## src/rtl/dmem_port_arbiter_if.sv

```systemverilog
// Bus bundle between the two word requesters, the arbiter and the byte-wide data memory.
// Handshake: a requester raises req with we/addr/wdata stable and holds it until it sees a
// one-cycle done; it drops req in the following cycle, and a req still high in IDLE is a new request.
interface dmem_port_arbiter_if #(
    parameter int ADDR_W = 5
) ();
    logic              cpu_req;
    logic              cpu_we;
    logic [ADDR_W-1:0] cpu_addr;
    logic [31:0]       cpu_wdata;
    logic [31:0]       cpu_rdata;
    logic              cpu_done;

    logic              dbg_req;
    logic              dbg_we;
    logic [ADDR_W-1:0] dbg_addr;
    logic [31:0]       dbg_wdata;
    logic [31:0]       dbg_rdata;
    logic              dbg_done;

    logic [ADDR_W-1:0] mem_addr;
    logic              mem_we;
    logic [7:0]        mem_wdata;
    logic [7:0]        mem_rdata;

    logic              busy;
    logic              owner;

    modport slave (
        input  cpu_req, cpu_we, cpu_addr, cpu_wdata,
        input  dbg_req, dbg_we, dbg_addr, dbg_wdata,
        input  mem_rdata,
        output cpu_rdata, cpu_done, dbg_rdata, dbg_done,
        output mem_addr, mem_we, mem_wdata, busy, owner
    );

    modport master (
        output cpu_req, cpu_we, cpu_addr, cpu_wdata,
        output dbg_req, dbg_we, dbg_addr, dbg_wdata,
        output mem_rdata,
        input  cpu_rdata, cpu_done, dbg_rdata, dbg_done,
        input  mem_addr, mem_we, mem_wdata, busy, owner
    );
endinterface

```

## src/rtl/dmem_port_arbiter.sv

```systemverilog
// Arbitrates cpu and dbg word accesses onto a byte-wide data memory, sequencing each word
// as four big-endian byte cycles with alternating priority on ties.
module dmem_port_arbiter #(
    parameter int ADDR_W     = 5,
    parameter int WORD_BYTES = 4
) (
    input  logic               clk,
    input  logic               rst_n,
    dmem_port_arbiter_if.slave bus,
    output logic [1:0]         fsm_state
);
    typedef enum logic [1:0] {
        IDLE = 2'd0,
        XFER = 2'd1,
        DONE = 2'd2
    } state_t;

    localparam logic [1:0] LAST_BYTE = 2'(WORD_BYTES - 1);

    state_t            state_q, state_d;
    logic [1:0]        cnt_q;
    logic              last_owner_q;
    logic              owner_q;
    logic              we_q;
    logic [ADDR_W-1:0] addr_q;
    logic [31:0]       wdata_q;
    logic [31:0]       buf_q, buf_d;
    logic [31:0]       cpu_rdata_q, dbg_rdata_q;
    logic              grant, grant_dbg;
    logic [1:0]        byte_sel;
    logic [ADDR_W-1:0] mem_addr_d;
    logic              mem_we_d;
    logic [7:0]        mem_wdata_d;
    logic              busy;

    // Byte lane counted from the top: cnt 0 maps to bits 31:24.
    assign byte_sel = LAST_BYTE - cnt_q;

    always_comb begin
        state_d     = state_q;
        grant       = 1'b0;
        grant_dbg   = 1'b0;
        buf_d       = buf_q;
        mem_addr_d  = '0;
        mem_we_d    = 1'b0;
        mem_wdata_d = '0;
        case (state_q)
            IDLE: begin
                if (bus.cpu_req || bus.dbg_req) begin
                    grant     = 1'b1;
                    // On a tie the port that did not go last wins.
                    grant_dbg = bus.dbg_req && (!bus.cpu_req || !last_owner_q);
                    state_d   = XFER;
                end
            end
            XFER: begin
                mem_addr_d = addr_q + ADDR_W'(cnt_q);
                mem_we_d   = we_q;
                if (we_q) begin
                    mem_wdata_d = wdata_q[{byte_sel, 3'b000} +: 8];
                end else begin
                    buf_d[{byte_sel, 3'b000} +: 8] = bus.mem_rdata;
                end
                if (cnt_q == LAST_BYTE) begin
                    state_d = DONE;
                end
            end
            DONE: begin
                state_d = IDLE;
            end
            default: begin
                state_d = IDLE;
            end
        endcase
    end

    always_ff @(posedge clk or negedge rst_n) begin
        if (!rst_n) begin
            state_q      <= IDLE;
            cnt_q        <= 2'd0;
            last_owner_q <= 1'b1;
            owner_q      <= 1'b0;
            we_q         <= 1'b0;
            addr_q       <= '0;
            wdata_q      <= '0;
            buf_q        <= '0;
            cpu_rdata_q  <= '0;
            dbg_rdata_q  <= '0;
        end else begin
            state_q <= state_d;
            if (grant) begin
                owner_q      <= grant_dbg;
                last_owner_q <= grant_dbg;
                we_q         <= grant_dbg ? bus.dbg_we    : bus.cpu_we;
                addr_q       <= grant_dbg ? bus.dbg_addr  : bus.cpu_addr;
                wdata_q      <= grant_dbg ? bus.dbg_wdata : bus.cpu_wdata;
                cnt_q        <= 2'd0;
            end
            if (state_q == XFER) begin
                cnt_q <= cnt_q + 2'd1;
                buf_q <= buf_d;
                // buf_d already holds the last byte, so the result is complete here.
                if (cnt_q == LAST_BYTE && !we_q) begin
                    if (owner_q) begin
                        dbg_rdata_q <= buf_d;
                    end else begin
                        cpu_rdata_q <= buf_d;
                    end
                end
            end
        end
    end

    assign busy          = (state_q != IDLE);
    assign bus.busy      = busy;
    assign bus.owner     = owner_q & busy;
    assign bus.cpu_done  = (state_q == DONE) && !owner_q;
    assign bus.dbg_done  = (state_q == DONE) && owner_q;
    assign bus.cpu_rdata = cpu_rdata_q;
    assign bus.dbg_rdata = dbg_rdata_q;
    assign bus.mem_addr  = mem_addr_d;
    assign bus.mem_we    = mem_we_d;
    assign bus.mem_wdata = mem_wdata_d;
    assign fsm_state     = state_q;
endmodule

```

## src/flat_wrapper.sv

```systemverilog
// flat-port wrapper written by rule: the top's interface ports become plain ports
module dmem_port_arbiter_flat 
#(
    parameter int ADDR_W     = 5,
    parameter int WORD_BYTES = 4
)
  (clk, rst_n, fsm_state, bus_cpu_req, bus_cpu_we, bus_cpu_addr, bus_cpu_wdata, bus_dbg_req, bus_dbg_we, bus_dbg_addr, bus_dbg_wdata, bus_mem_rdata, bus_cpu_rdata, bus_cpu_done, bus_dbg_rdata, bus_dbg_done, bus_mem_addr, bus_mem_we, bus_mem_wdata, bus_busy, bus_owner);
  dmem_port_arbiter_if #(.ADDR_W(ADDR_W)) bus_i ();
  input  logic clk;
  input  logic rst_n;
  output logic [1:0] fsm_state;
  input wire logic [$bits(bus_i.cpu_req)-1:0] bus_cpu_req;
  input wire logic [$bits(bus_i.cpu_we)-1:0] bus_cpu_we;
  input wire logic [$bits(bus_i.cpu_addr)-1:0] bus_cpu_addr;
  input wire logic [$bits(bus_i.cpu_wdata)-1:0] bus_cpu_wdata;
  input wire logic [$bits(bus_i.dbg_req)-1:0] bus_dbg_req;
  input wire logic [$bits(bus_i.dbg_we)-1:0] bus_dbg_we;
  input wire logic [$bits(bus_i.dbg_addr)-1:0] bus_dbg_addr;
  input wire logic [$bits(bus_i.dbg_wdata)-1:0] bus_dbg_wdata;
  input wire logic [$bits(bus_i.mem_rdata)-1:0] bus_mem_rdata;
  output wire logic [$bits(bus_i.cpu_rdata)-1:0] bus_cpu_rdata;
  output wire logic [$bits(bus_i.cpu_done)-1:0] bus_cpu_done;
  output wire logic [$bits(bus_i.dbg_rdata)-1:0] bus_dbg_rdata;
  output wire logic [$bits(bus_i.dbg_done)-1:0] bus_dbg_done;
  output wire logic [$bits(bus_i.mem_addr)-1:0] bus_mem_addr;
  output wire logic [$bits(bus_i.mem_we)-1:0] bus_mem_we;
  output wire logic [$bits(bus_i.mem_wdata)-1:0] bus_mem_wdata;
  output wire logic [$bits(bus_i.busy)-1:0] bus_busy;
  output wire logic [$bits(bus_i.owner)-1:0] bus_owner;
  assign bus_i.cpu_req = bus_cpu_req;
  assign bus_i.cpu_we = bus_cpu_we;
  assign bus_i.cpu_addr = bus_cpu_addr;
  assign bus_i.cpu_wdata = bus_cpu_wdata;
  assign bus_i.dbg_req = bus_dbg_req;
  assign bus_i.dbg_we = bus_dbg_we;
  assign bus_i.dbg_addr = bus_dbg_addr;
  assign bus_i.dbg_wdata = bus_dbg_wdata;
  assign bus_i.mem_rdata = bus_mem_rdata;
  assign bus_cpu_rdata = bus_i.cpu_rdata;
  assign bus_cpu_done = bus_i.cpu_done;
  assign bus_dbg_rdata = bus_i.dbg_rdata;
  assign bus_dbg_done = bus_i.dbg_done;
  assign bus_mem_addr = bus_i.mem_addr;
  assign bus_mem_we = bus_i.mem_we;
  assign bus_mem_wdata = bus_i.mem_wdata;
  assign bus_busy = bus_i.busy;
  assign bus_owner = bus_i.owner;
  dmem_port_arbiter #(.ADDR_W(ADDR_W), .WORD_BYTES(WORD_BYTES)) u_core (.clk(clk), .rst_n(rst_n), .bus(bus_i), .fsm_state(fsm_state));
endmodule
```

## config.mk

```make
export PLATFORM = sky130hd
export DESIGN_NAME = dmem_port_arbiter_flat
export DESIGN_NICKNAME = d
export VERILOG_FILES = /design/src/rtl/dmem_port_arbiter_if.sv /design/src/rtl/dmem_port_arbiter.sv /design/src/flat_wrapper.sv
export SDC_FILE = /design/constraint.sdc
export NUM_CORES = 1
export LEC_CHECK = 0
export CAP_MARGIN = 15
export CORE_AREA = 2 2 114 116
export CTS_CLUSTER_DIAMETER = 100
export DETAILED_ROUTE_END_ITERATION = 16
export DIE_AREA = 0 0 116 118
export HOLD_SLACK_MARGIN = 0.03
export PLACE_DENSITY_LB_ADDON = 0.15
export SLEW_MARGIN = 10
export SYNTH_ARGS = -nofsm -noshare
export SYNTH_HDL_FRONTEND = slang
export SYNTH_SLANG_ARGS = --single-unit
```

## constraint.sdc

```tcl
create_clock -name clk -period 3.9 [get_ports clk]
set_clock_uncertainty 0.05 [all_clocks]
set_input_delay 0.78 -clock clk [delete_from_list [all_inputs] [get_ports clk]]
set_output_delay 0.78 -clock clk [all_outputs]
set_load 0.005 [all_outputs]
```

==> results of run 1 <==
==> where the power goes <==
part           switching [µW]  internal [µW]
combinational            1480           1640
clock                     594           1080
sequential                418           1970
total                    2490           4690
==> synthesized netlist by cell type <==
master and n:
a21o_1 2, a21oi_1 51, a221o_1 38, a22o_1 23, a32oi_1 23, and2_1 4, and3_1 12, and3b_1 1
and4_1 38, and4b_1 1, and4bb_1 1, buf_1 5, buf_2 20, buf_6 2, clkbuf_1 41, dfrtp_1 131
dfstp_2 1, fa_1 1, ha_1 7, inv_1 16, mux2_2 1, mux2i_1 9, mux4_2 8, nand2_1 3
nand2b_1 5, nand3_1 13, nand4bb_1 1, nor2_1 5, nor2_2 1, nor2b_1 1, nor3b_1 39, nor4b_1 1
nor4b_4 1, nor4bb_1 2, o211ai_1 1, o21ai_0 62, o21ai_1 6, o21ai_2 1, o2bb2ai_1 1, or3_1 2
xor2_1 1
==> per-layer routing <==
metal  routed length, µm  track usage [%]  vias up
met5                   0                0        -
met4                 461             10.6        0
met3                1190             4.69       39
met2                9060             43.6      264
met1                8010             38.6     2802
li1                    -                -     2534
==> area by class of cell <==
class                      instances  area share [%]
sequential                       132            37.2
multi-input combinational        366            31.6
timing repair buffer             191            21.1
clock buffer                      19            4.98
tap                              172            2.42
clock inverter                    12            2.03
inverter                          16           0.676
==> sequential cells by signal, summed over array words and instances (netlist names) <==
| register | count |
|---|---|
| u_core.bus.cpu_rdata | 32 |
| u_core.addr_q | 5 |
| u_core.fsm_state | 2 |
| u_core.bus.dbg_rdata | 32 |
| u_core.we_q | 1 |
| u_core.wdata_q | 32 |
| u_core.buf_q | 24 |
| u_core.cnt_q | 2 |
| u_core.owner_q | 1 |
| u_core.last_owner_q | 1 |
==> final timing paths <==
| kind | startpoint | to | cells past startpoint |
|---|---|---|---|
| max in group asynchronous | rst_n | u_core.wdata_q[17] | 2 |
| max reg2reg | u_core.cnt_q[0] | u_core.bus.cpu_rdata[6] | 6 |
| max | u_core.addr_q[0] | bus_mem_addr[4] | 6 |
| min in group clk | u_core.bus.cpu_rdata[12] | u_core.bus.cpu_rdata[12] | 2 |
| min reg2reg | u_core.bus.cpu_rdata[12] | u_core.bus.cpu_rdata[12] | 2 |
| min | rst_n | u_core.bus.dbg_rdata[3] | 1 |
==> critical path: cells and delay by family, from the launching register on <==
family | cells | cell delay, ns
AOI/OAI and AO/OA | 1 | 0.15
buffers and inverters | 2 | 0.57
adders and majority gates | 2 | 0.59
DFF | 1 | 0.36
and+or+nand+nor | 1 | 0.38
==> stage by stage <==
stage	hold WS (ns)	util [%]	setup slack (ns)	area, µm²
final	0.345	71.6	0.610	8890
after detailed placement	0.433	66.4	1.03	8240
after global routing	0.395	71.6	0.491	8890
after floorplan	0.407	-	1.25	6450
after global placement	0.423	66.4	1.08	8240
after CTS	0.362	71.4	0.590	8870
==> cell families (layout without fill, tap and decap cells) <==
| logic type | count (synthesis) | count (layout) | share of synthesized area [%] |
|---|---|---|---|
| AOI/OAI and AO/OA | 208 | 208 | 22.0 |
| DFF | 132 | 132 | 51.2 |
| and+or+nand+nor | 131 | 131 | 15.1 |
| buffers and inverters | 84 | 238 | 5.51 |
| muxes | 18 | 18 | 4.37 |
| adders and majority gates | 8 | 8 | 1.67 |
| xor gates and xnor gates | 1 | 1 | 0.136 |
==> out/metrics.yaml, run 1 <==
clk_latency_ns: 0.42
outcome: "complete, no violations"
final_cell_count_no_fill: 908
ys_ff_latch: 132
cts_hold_buf: 0
start_util_pct: 51.9
fp.dieH_um: 118
grt_pass1_vias: 5667
die_area_mm2: 0.0137
grt_pass1_wl_um: 29800
dr.pass1.iters: 5
period_minus_slack_ns: 3.29
n_antenna_cell: 0
core_mm2: 0.0124
syn_area_per_cell_um2: 11.1
vias: 5639
synthToLayoutAreaGrowth_pct: 37.8
cpPeakStageDelay_ns: 0.51
port_buffers: 171
routedWlPerCell_um: 20.6
multiInputGateArea_mm2: 0.00281
grt_usage_pct: 27.8
drv_slew: 0
ant_nets: 0
cts_buffer_depth: 2
cts_tree: "built"
num_rows: 41
path_cells: "ha_1 > inv_1 > fa_1 > or3_1 > a21oi_1 > clkdlybuf4s50_1"
drt_iter0_drc: 745
fmax_mhz: 304
total_power_uw: 7190
crit_arrival_ns: 2.46
tns_ns: 0
cts.sinks: 132
ff_latch_area_mm2: 0.00330
startpoint_type: "register"
vias_per_cell: 6.21
maxSlewHeadroom_pct: 26.8
cts-buffers-inserted: 17
finalCritPeriodShare_pct: 84.4
layout_commonest_cell: "clkdlybuf4s50_1"
cts-htree-levels: 4
reg2reg_slack_ns: 1.37
dp.cells: 876
synth_cells: 582
synth_area_leader_cell: "dfrtp_1"
yosysWarnings: 0
worstPathRequired_ns: 3.07
drive_above_1_share_pct: 8.97
crit_path_end_kind: "primary output"
tightestPinTransition_ns: 1.09
ir_drop_mv: 0.327
cp_slowest_cell: "clkdlybuf4s50_1"
drt-total-wl_um: 18700
hp-class: "in2async"
layout.nets: 820
fillers: 906
post-cts-setup-buffer-count: 0
final_cell_mix: "170 x clkdlybuf4s50_1, 131 x dfrtp_1, 62 x o21ai_0, 51 x a21oi_1, 39 x nor3b_1"
ys_seq_area_share_pct: 51.2
syn_nets: 678
gp_congestion: 0.841
cts_resized: 0
maxCapViolations: 0
drc: 0
path_max_fanout: 3
rsz0062_at_grt: "false"
dieWidth_um: 116
synth_cell_types: 41
synth.cell_area_mm2: 0.00645
ios: 172
synth_top_area_share_pct: 50.8
grt_max_degree: 54
p_leak_uw: 0.00363
synth_area_leaders: "dfrtp_1 51%, a221o_1 5.9%, and4_1 5.2%, o21ai_0 4.8%, nor3b_1 4.5%"
final_hold_viol_count: 0
finalSetupViolCount: 0
path_clk_slew_ns: 0.06
overflow: 0
root_buffer: "clkbuf_16"
worst-setup-path-type: "reg2out"
power.density_mw_per_mm2: 809
hpwl_um: 12500
antenna_found_initial: 0
(Power assumes the default switching activity.)
==> run 2: changes to the inputs <==
- CORE_AREA: 2 2 114 116 -> 2 2 125 127
- DIE_AREA: 0 0 116 118 -> 0 0 127 129
- clock period: 3.9 -> 2.72 ns (I/O delays scaled with it)
==> run 2 against run 1 <==
Effect of this change: sequential power increased by 44%; power increased by 47%; setup slack got worse by 0.56 ns; utilization decreased by 11 points; clock power increased by 53%; routed wire length increased by 1.4%; combinational power increased by 47%; via count decreased by 0.11%.
==> out/metrics.yaml, run 2 (synthesis results as in run 1) <==
path_max_fanout: 8  # was 3
layout_commonest_cell: "clkdlybuf4s50_1"  # unchanged
vias: 5633  # was 5639
outcome: "complete, no violations"  # unchanged
dr.pass1.iters: 4  # was 5
ir_drop_mv: 0.713  # was 0.327 mV
tightestPinTransition_ns: 0.768  # was 1.09 ns
cts_buffer_depth: 2  # unchanged
fillers: 1249  # was 906
clk_latency_ns: 0.43  # was 0.42 ns
grt_pass1_vias: 5682  # was 5667
worst-path-stages: 4  # was 6
path_clk_slew_ns: 0.06  # about the same
crit_path_end_kind: "primary output"  # unchanged
grt_max_degree: 69  # was 54
drt_iter0_drc: 403  # was 745
cpPeakStageDelay_ns: 0.49  # was 0.51 ns
combPwrFrac_pct: 43.4  # was 43.5%
ant_nets: 0  # unchanged
utilization_pct: 60.8  # was 71.6%
startpoint: "u_core.cnt_q[0]"  # was u_core.addr_q[0]
root_buffer: "clkbuf_16"  # unchanged
core_mm2: 0.0150  # was 0.0124 mm²
vias_per_cell: 5.99  # was 6.21
path_cells: "buf_12 > mux4_2 > and3_4 > clkdlybuf4s50_1"  # was ha_1 > inv_1 > fa_1 > or3_1 > a21oi_1 > clkdlybuf4s50_1
die_area_mm2: 0.0164  # was 0.0137 mm²
worst-setup-path-type: "reg2out"  # unchanged
reg2reg_depth: 7  # was 6
power.density_mw_per_mm2: 1160  # was 809 mW/mm²
cts_tree: "built"  # unchanged
swShare_pct: 33.6  # was 34.7%
period_minus_slack_ns: 2.67
ios: 172  # unchanged
n_antenna_cell: 0  # unchanged
rr_startpoint: "u_core.cnt_q[0]"  # unchanged
dieWidth_um: 127  # was 116 µm
drc: 0  # unchanged
hpwl_um: 12800  # was 12500 µm
reg2reg_slack_ns: 0.34  # was 1.37 ns
p_switching_uw: 3560  # was 2490 µW
dp.cells: 901  # was 876
cp_slowest_cell: "mux4_2"  # was clkdlybuf4s50_1
path_buf_inv: 2  # unchanged
cts-htree-levels: 4  # unchanged
cts-buffers-inserted: 17  # unchanged
fp.dieH_um: 129  # was 118 µm
port_buffers: 171  # unchanged
hold-worst-slack_ns: 0.0743  # was 0.345 ns
gp_congestion: 0.845  # was 0.841
cpLargestDelayFamily: "buffers and inverters"  # was adder cells
grt_usage_pct: 23.8  # was 27.8%
p_int_uw: 7020  # was 4690 µW
finalCritPeriodShare_pct: 98.2
drt-total-wl_um: 19000  # was 18700 µm
maxSlewHeadroom_pct: 48.6  # was 26.8%
routedWlPerCell_um: 20.2  # was 20.6 µm
drive_above_1_share_pct: 11.7  # was 8.97%
layout.nets: 835  # was 820
p_clk_share_pct: 24.3  # was 23.3%
startpoint_type: "register"  # unchanged
cts.sinks: 132  # unchanged
maxCapViolations: 0  # unchanged
start_util_pct: 43.1  # was 51.9%
num_rows: 45  # was 41
grt_pass1_wl_um: 30300  # was 29800 µm
synthToLayoutAreaGrowth_pct: 41.2  # was 37.8%
antenna_found_initial: 0  # unchanged
critPathCapture: "bus_mem_wdata[5]"  # was bus_mem_addr[4]
drv_slew: 0  # unchanged
final_cell_count_no_fill: 940  # was 908
crit_arrival_ns: 2.08  # was 2.46 ns
overflow: 0  # unchanged
hp-class: "in2async"  # unchanged
p_leak_uw: 0.00380  # was 0.00363 µW
seq_power_share_pct: 32.4  # was 33.2%
finalSetupViolCount: 0  # unchanged
rr_endpoint: "u_core.buf_q[25]"  # was u_core.bus.cpu_rdata[6]
final_hold_viol_count: 0  # unchanged
final_cell_mix: "160 x clkdlybuf4s50_1, 130 x dfrtp_1, 62 x o21ai_0, 50 x a21oi_1, 39 x nor3b_1"  # was 170 x clkdlybuf4s50_1, 131 x dfrtp_1, 62 x o21ai_0, 51 x a21oi_1, 39 x nor3b_1
rsz0062_at_grt: "false"  # unchanged
fmax_mhz: 374
worstPathRequired_ns: 2.13  # was 3.07 ns
## run 2: worst min path at each step
stage                    startpoint                       to  cells after the start
finish                        rst_n  u_core.bus.dbg_rdata[4]                      1
global route                  rst_n  u_core.bus.dbg_rdata[4]                      1
global placement    u_core.buf_q[8]          u_core.buf_q[8]                      1
detailed placement  u_core.buf_q[8]          u_core.buf_q[8]                      1
CTS                           rst_n  u_core.bus.dbg_rdata[4]                      1
floorplan                     rst_n         u_core.addr_q[0]                      0
## run 2: stage by stage
stage	power, µW	instance area, µm²	TNS (ns)	setup slack, ns
6_report	10600	9100	0	0.0491
5_1_grt	11200	9100	0	0.00306
4_1_cts	10600	9040	-0.168	-0.0898
3_5_place_dp	7960	8350	0	0.0654
3_3_place_gp	7830	8350	0	0.121
2_1_floorplan	5760	6450	0	0.305
## run 2: area by class of cell
class	instances	area (µm²)	area share, %
clock buffer	24	502	5.51
clock inverter	8	169	1.86
inverter	16	60.1	0.660
multi-input combinational	366	2820	31.0
sequential	132	3310	36.3
tap	188	235	2.58
timing repair buffer	206	2010	22.1
## run 2: timing repair
item,in CTS,in global routing
pin swaps,0,4
hold buffers,0,0
setup buffers,2,5
endpoints found under the setup margin,12,6
hold endpoints to repair,0,0
gates resized for setup,13,10
## run 2: metal layers
layer	vias up	wire length, µm	global-route usage [%]
met4	0	386	7.89
met2	223	9580	39.9
met3	29	1120	5.65
li1	2566	-	-
met1	2815	7900	30.7
met5	-	0	0
## run 2: power by group through the flow
stage | Clock [µW] | Sequential, µW | Combinational (µW)
after floorplan | 0 | 3270 | 2490
after global placement | 0 | 3410 | 4420
after detailed placement | 0 | 3440 | 4520
after CTS | 2600 | 3420 | 4540
after global routing | 2680 | 3530 | 5020
final | 2570 | 3430 | 4590
